### src/rtl/uart_baud_gen.sv
// uart_baud_gen: oversampling, bit and mid-bit tick generator with
// glitch-free run-time divisor reload and start-bit phase restart.
module uart_baud_gen #(
    parameter int DIV_W       = 16,
    parameter int OVS         = 8,
    parameter int DEFAULT_DIV = 651
) (
    input  logic             clk,
    input  logic             rst_n,
    input  logic             enable,
    input  logic [DIV_W-1:0] div_in,
    input  logic             div_load,
    input  logic             rx_sync,
    output logic             sample_tick,
    output logic             bit_tick,
    output logic             mid_tick,
    output logic             load_pending,
    output logic [DIV_W-1:0] div_cur
);

    localparam int PH_W = $clog2(OVS);

    localparam logic [DIV_W-1:0] DIV_RST = DIV_W'(DEFAULT_DIV);
    localparam logic [DIV_W-1:0] DIV_ONE = DIV_W'(1);
    localparam logic [PH_W-1:0]  PH_LAST = PH_W'(OVS - 1);
    localparam logic [PH_W-1:0]  PH_MID  = PH_W'(OVS / 2 - 1);

    logic [DIV_W-1:0] cnt;
    logic [DIV_W-1:0] div_shadow;
    logic [DIV_W-1:0] div_act;
    logic [PH_W-1:0]  ph;

    logic term;
    logic apply;
    logic tick_ok;

    assign term    = enable && (cnt == div_act);
    assign tick_ok = term && !rx_sync;
    assign div_cur = div_act;

    // Swap divisors only on a period boundary, a phase restart or
    // while stalled, so a running period is never cut or stretched.
    assign apply = load_pending && (term || rx_sync || !enable);

    always_ff @(posedge clk or negedge rst_n) begin
        if (!rst_n) begin
            cnt <= '0;
            ph  <= '0;
        end else if (rx_sync) begin
            cnt <= '0;
            ph  <= '0;
        end else if (term) begin
            cnt <= '0;
            if (ph == PH_LAST) begin
                ph <= '0;
            end else begin
                ph <= ph + 1'b1;
            end
        end else if (enable) begin
            cnt <= cnt + 1'b1;
        end
    end

    always_ff @(posedge clk or negedge rst_n) begin
        if (!rst_n) begin
            div_act      <= DIV_RST;
            div_shadow   <= DIV_RST;
            load_pending <= 1'b0;
        end else begin
            if (apply) begin
                div_act <= div_shadow;
            end
            if (div_load) begin
                div_shadow   <= (div_in == '0) ? DIV_ONE : div_in;
                load_pending <= 1'b1;
            end else if (apply) begin
                load_pending <= 1'b0;
            end
        end
    end

    always_ff @(posedge clk or negedge rst_n) begin
        if (!rst_n) begin
            sample_tick <= 1'b0;
            bit_tick    <= 1'b0;
            mid_tick    <= 1'b0;
        end else begin
            sample_tick <= tick_ok;
            bit_tick    <= tick_ok && (ph == PH_LAST);
            mid_tick    <= tick_ok && (ph == PH_MID);
        end
    end

endmodule

### config.mk
export PLATFORM = sky130hd
export DESIGN_NAME = uart_baud_gen
export DESIGN_NICKNAME = d
export VERILOG_FILES = /design/src/rtl/uart_baud_gen.sv
export SDC_FILE = /design/constraint.sdc
export NUM_CORES = 1
export LEC_CHECK = 0
export BUFFER_PORTS_ARGS = -buffer_cell sky130_fd_sc_hd__buf_2
export CAP_MARGIN = 5
export CORE_ASPECT_RATIO = 1.25
export CORE_MARGIN = 1
export CORE_UTILIZATION = 45
export CTS_CLUSTER_SIZE = 40
export DETAILED_ROUTE_END_ITERATION = 10
export GPL_ROUTABILITY_DRIVEN = 0
export SETUP_SLACK_MARGIN = 0.05
export SLEW_MARGIN = 20
export SYNTH_ARGS = -nofsm -noshare
export SYNTH_HDL_FRONTEND = slang
export SYNTH_SLANG_ARGS = --single-unit
### constraint.sdc
create_clock -name clk -period 2.4 [get_ports clk]
set_input_delay 0.12 -clock clk [delete_from_list [all_inputs] [get_ports clk]]
set_output_delay 0.12 -clock clk [all_outputs]
set_load 0.05 [all_outputs]
==> impl_metrics.tcl, run 1 <==
set metrics [dict create \
    status "completed" \
    min_path_cells 2 \
    ys.flop_type "dfrtp_1" \
    ys_ff_latch 55 \
    cts.clk_slew.worst_paths_ns 0.10 \
    via_count 2584 \
    start_kind "flop" \
    rrSetupSlack_ns 0.34 \
    fin_crit_ns 2.06 \
    fillers 622 \
    core_um2 6570 \
    synth.distinct_cells 39 \
    hold_class "input port to flop" \
    postRouteAntennaNets 0 \
    synth_top_area_share 0.366 \
    grt_max_degree 51 \
    remaining_drc_errors 0 \
    diodes 0 \
    max-clock-path-buffers 2 \
    ir_drop_uv 396 \
    r2r_start "cnt[3]$_DFFE_PN0P_" \
    synthTopCellsByCount "dfrtp_1, nand3_1, clkbuf_1" \
    finalSetupTns_ns 0 \
    worstSetupEndpointType "flop" \
    netlist_area_um2 3080 \
    cp_data_arrival_time_ns 2.29 \
    antenna_found_initial 0 \
    syn_nets 339 \
    nets 367 \
    critPathMaxFanout 10 \
    synthCells 314 \
    cp.required_ns 2.63 \
    yosysMostFrequentCell "dfrtp_1" \
    drive_gt1_frac 0.251 \
    grt_pass1_wl_um 12600 \
    clkSinkCount 55 \
    yosys.area.top_type "dfrtp_1" \
    min_to "div_shadow[8]$_DFFE_PN0P_" \
    clkLatencyLatePin_ns 0.31 \
    syn_avg_cell_area_um2 9.80 \
    dieArea_um2 7170 \
    ctsResizeCount 0 \
    final_core_util 0.525 \
    drt_wl_total_um 7470 \
    ys_seq_area_frac 0.451 \
    setup_violations 0 \
    rr_worst_depth 5 \
    cap_viol_max_count 0 \
    ys_warn_count 0 \
    drtIter0Drc 173 \
    clock_skew_ns 0.00638 \
    dp_hpwl_um 5200 \
    finalMaxSlewViolations 0 \
    area_delta_synth_final_pct 12.0 \
    die_x_um 76.0 \
    synth_area_leaders "dfrtp_1, dfstp_2, mux2_2" \
    io_pins 41 \
    powerDensity_nw_per_um2 629 \
    dpl_worst_slack_ns 0.338 \
    start_util 0.469 \
    period_share 0.857 \
    root_buffer "clkbuf_8" \
    worstMarginPinSlew_ns 0.710 \
    rows 33 \
    async_flop_share 1.00 \
    hold_start "div_in[8]" \
    cts_tree "built" \
    p_leak_nw 1.45 \
    max_freq_ghz 0.486 \
    fin_ws_ns 0.343 \
    io_buffers 40 \
    overflow 0 \
    grt_pass1_vias 2501 \
    r2r_end "ph[0]$_DFFE_PN0P_" \
    cts_inserted_buffers 5 \
    synth_edf_count 0 \
    grt_usage 0.221 \
    hold_viol 0 \
    via_per_inst 6.01 \
    slew_headroom 0.527 \
    avgRoutedWirePerCell_um 17.4 \
    rsz0062_at_grt "false" \
    htreeDepth 2 \
    drtPass1Iterations 4 \
    die_h_um 94.4 \
    path_class "flop to flop" \
]
-- flip-flops by register name, summed over array words and instances (netlist names) --
register / cells
cnt: 16
div_cur: 16
div_shadow: 16
ph: 3
bit_tick: 1
load_pending: 1
mid_tick: 1
sample_tick: 1
-- logic make-up after synthesis --
family	share of synthesized area
buffers and inverters	0.0464
and+or+nand+nor	0.238
xor gates and xnor gates	0.0541
muxes	0.0716
AOI/OAI and AO/OA	0.122
DFF	0.451
adders and majority gates	0.0163
-- stage by stage --
stage | std cells | total power [mW] | cell area, um2 | hold WS (ns)
finish | 430 | 2.17 | 3450 | 0.0465
global route | 430 | 2.27 | 3450 | 0.0443
CTS | 430 | 2.19 | 3450 | 0.0411
detailed placement | 421 | 1.67 | 3350 | 0.156
global placement | 421 | 1.67 | 3350 | 0.155
floorplan | 314 | 1.50 | 3080 | -0.176
-- worst max path at each step --
stage,startpoint,end,slack (ns),cells past startpoint
final,cnt[3]$_DFFE_PN0P_,ph[0]$_DFFE_PN0P_,0.34,5
after global routing,cnt[3]$_DFFE_PN0P_,ph[0]$_DFFE_PN0P_,0.19,5
after CTS,div_cur[3]$_DFFE_PN1P_,ph[0]$_DFFE_PN0P_,0.33,5
after detailed placement,cnt[8]$_DFFE_PN0P_,ph[0]$_DFFE_PN0P_,0.34,5
after global placement,div_cur[9]$_DFFE_PN1P_,div_cur[13]$_DFFE_PN0P_,0.38,6
after floorplan,div_cur[6]$_DFFE_PN0P_,ph[0]$_DFFE_PN0P_,0.31,6
-- area by class of cell --
| type | count | area (um2) | area share |
|---|---|---|---|
| Clock buffer | 6 | 72.6 | 0.0211 |
| Clock inverter | 2 | 12.5 | 0.00363 |
| Inverter | 4 | 15.0 | 0.00436 |
| Multi-Input combinational cell | 226 | 1550 | 0.448 |
| Sequential cell | 55 | 1390 | 0.403 |
| Tap cell | 87 | 109 | 0.0316 |
| Timing Repair Buffer | 50 | 303 | 0.0879 |
-- worst max-delay path: stages, from the launching register on --
cell and delay (ns):
dfrtp_1 0.47, xor2_1 0.20, nor4_2 0.38, nand3_2 0.26, or4_1 0.52, a21oi_1 0.16
-- repair_timing --
item | in CTS | in global routing
hold buffers | 1 | 0
endpoints found under the hold margin | 23 | 0
setup buffers | 0 | 0
-- cell usage in the layout, fill, tap and decap left out, types with 14 or more instances in the layout --
cell type   n
o211ai_1   16
xor2_1     14
nand4_1    23
nand3_1    26
nor2_1     18
dfrtp_1    45
nor2b_1    16
buf_2      40
mux2_2     16
a31oi_1    17
-- power by group --
group | internal, mW | leakage, nW | switching [mW]
logic | 0.172 | 0.729 | 0.360
clock network | 0.205 | 0.0412 | 0.310
registers | 1.02 | 0.684 | 0.0975
-- layer usage --
metal,GRT usage,wire length (um)
met4,0.0817,150
met3,0.0290,255
met1,0.282,3330
met2,0.385,3740
met5,0,0
No activity file was read; power rests on OpenSTA's default activity.
==> run 2, diff against run 1 <==
--- a/config.mk
+++ b/config.mk
@@ -5,6 +5,7 @@
 export SDC_FILE = /design/constraint.sdc
 export NUM_CORES = 1
 export LEC_CHECK = 0
+export ABC_AREA = 1
 export BUFFER_PORTS_ARGS = -buffer_cell sky130_fd_sc_hd__buf_2
 export CAP_MARGIN = 5
 export CORE_ASPECT_RATIO = 1.25
@@ -13,6 +14,7 @@
 export CTS_CLUSTER_SIZE = 40
 export DETAILED_ROUTE_END_ITERATION = 10
 export GPL_ROUTABILITY_DRIVEN = 0
+export PLACE_DENSITY = 0.7
 export SETUP_SLACK_MARGIN = 0.05
 export SLEW_MARGIN = 20
 export SYNTH_ARGS = -nofsm -noshare
==> impl_metrics.tcl, run 2 <==
set metrics [dict create \
    synth_fa_ha_area_frac 0.0174 \
    setup_violations 0 \
    synth_top_family_by_area "simple AND/OR/NAND/NOR gates" \
    drtIter0Drc 139 \
    ys_warn_count 0 \
    grt_max_degree 56 \
    ir_drop_uv 428 \
    post_cts_buffers 0 \
    cp.required_ns 2.60 \
    avgRoutedWirePerCell_um 12.6 \
    grt_pass1_vias 2495 \
    slew_headroom 0.555 \
    syn_avg_cell_area_um2 7.53 \
    max_freq_ghz 0.510 \
    synth.distinct_cells 27 \
    path_class "flop to flop" \
    synthMuxAreaShare 0 \
    synthCells 383 \
    fin_area_um2 3290 \
    fin_crit_ns 1.96 \
    critPathMaxFanout 31 \
    dpl_worst_slack_ns 0.479 \
    yosys.area.top_type "dfrtp_1" \
    yosysMostFrequentCell "nand2_1" \
    powerDensity_nw_per_um2 658 \
    cts_tree "built" \
    cp_data_arrival_time_ns 2.16 \
    status "completed" \
    synth_compound_area_frac 0.0382 \
    synth_edf_count 0 \
    via_count 2548 \
    io_pins 41 \
    hold_viol 0 \
    post_dp_cell_area_um2 3140 \
    hold_class "input port to flop" \
    grt_pass1_wl_um 11300 \
    die_h_um 91.5 \
    slowest_delay_ns 0.57 \
    via_per_inst 4.99 \
    diodes 0 \
    synth_top_area_share 0.390 \
    drt_wl_total_um 6450 \
    rows 32 \
    htreeDepth 2 \
    finalMaxSlewViolations 0 \
    ys_seq_area_frac 0.482 \
    p_leak_nw 1.69 \
    async_flop_share 1.00 \
    worstSetupEndpointType "flop" \
    crit_top_cell "nand2_1" \
    slowest_stage "dfstp_2" \
    layout.cells.most_common "nand2_1" \
    synthTopCellsByCount "nand2_1, dfrtp_1, inv_1" \
    die_x_um 73.6 \
    start_util 0.468 \
    final_cell_mix "nand2_1, dfrtp_1, inv_1, buf_2, nor2_1" \
    root_buffer "clkbuf_8" \
    netlist_area_um2 2880 \
    final_core_util 0.534 \
    cts_inserted_buffers 5 \
    clock_skew_ns 0.00444 \
    core_um2 6170 \
    io_buffers 40 \
    finalSetupTns_ns 0 \
    synth_simple_gate_area_frac 0.339 \
    synth_area_leaders "dfrtp_1, nand2_1, dfstp_2" \
    nets 450 \
    dieArea_um2 6740 \
    drtPass1Iterations 4 \
    synth_xor_area_frac 0.0395 \
    start_kind "flop" \
    grt_usage 0.218 \
    area_delta_synth_final_pct 14.1 \
    clkLatencyLatePin_ns 0.31 \
    fin_cells 511 \
    drive_gt1_frac 0.164 \
    cap_viol_max_count 0 \
    ys_ff_latch 55 \
    total_power_mw 2.17 \
    fin_hold_ws_ns 0.0102 \
    fin_ws_ns 0.438 \
    post-place-cells 499 \
    path_cells "inv_1 -> nand2_1 -> nand2_1 -> nor2_1 -> nand2_1 -> nor2_1 -> nand2_2 -> nand3_4 -> nand2_4 -> nand2_1 -> nand2_1" \
    overflow 0 \
    syn_nets 408 \
    cts.clk_slew.worst_paths_ns 0.10 \
    remaining_drc_errors 0 \
    period_share 0.817 \
    clkSinkCount 55 \
    worstMarginPinSlew_ns 0.668 \
    antenna_found_initial 0 \
    ys.flop_type "dfrtp_1" \
    max-clock-path-buffers 2 \
    rsz0062_at_grt "false" \
    dp_hpwl_um 4800 \
    postRouteAntennaNets 0 \
]
run 2: changes by cell type after synthesis, moves of 16 or more:
| cell | change |
|---|---|
| o211ai_1 | -16 |
| nor2b_1 | -16 |
| clkbuf_1 | -21 |
| inv_1 | +37 |
| a31oi_1 | -17 |
| nand2_1 | +139 |
| mux2_2 | -16 |
run 2: kinds of logic after synthesis:
kind of cell    after synthesis
simple gates                232
buf+inv                      60
flops                        55
compound gates               19
xor+xnor                     13
fa+ha+maj                     4
run 2: worst paths after layout:
kind | from | to | slack [ns] | cells after the start
worst max-delay path | div_cur[7]$_DFFE_PN1P_ | div_cur[2]$_DFFE_PN0P_ | 0.44 | 11
worst min-delay path | div_in[1] | div_shadow[1]$_DFFE_PN1P_ | 0.01 | 3
worst max register to register | div_cur[7]$_DFFE_PN1P_ | div_cur[2]$_DFFE_PN0P_ | 0.44 | 11
worst min register to register | div_shadow[7]$_DFFE_PN1P_ | div_shadow[7]$_DFFE_PN1P_ | 0.47 | 2
max in group asynchronous | rst_n | ph[2]$_DFFE_PN0P_ | 1.49 | 3
min in group asynchronous | rst_n | div_shadow[15]$_DFFE_PN0P_ | 0.45 | 3
run 2: final cells by class:
type | count | area (um2)
tap | 85 | 106
multi-input combinational | 268 | 1250
fill | 627 | 2870
inverter | 50 | 188
clock buffer | 6 | 72.6
timing repair buffer | 45 | 248
sequential | 55 | 1390
clock inverter | 2 | 37.5
run 2: report_power, final:
part           internal, mW  switching (mW)  total (mW)  leakage [nW]
Clock                 0.312           0.305       0.616        0.0514
Sequential             1.01          0.0759        1.09         0.694
Combinational         0.127           0.336       0.463         0.944
run 2: worst max-delay path, delay by kind of cell (launching register included):
family                 cells  cell delay, ns
buffers and inverters      1            0.04
flip-flops                 1            0.57
AND/OR/NAND/NOR           10            1.23
run 2: metal layers:
| metal | share of wire | vias up | global-route usage |
|---|---|---|---|
| met5 | 0 | - | 0 |
| met4 | 0.036 | 0 | 0.0978 |
| met3 | 0.028 | 16 | 0.0366 |
| met2 | 0.52 | 59 | 0.374 |
| met1 | 0.42 | 1191 | 0.260 |
| li1 | - | 1282 | - |
run 2: timing repair:
action,4_1_cts,5_1_grt
hold buffers,3,1
hold endpoints to repair,47,1
gates resized for setup,0,0
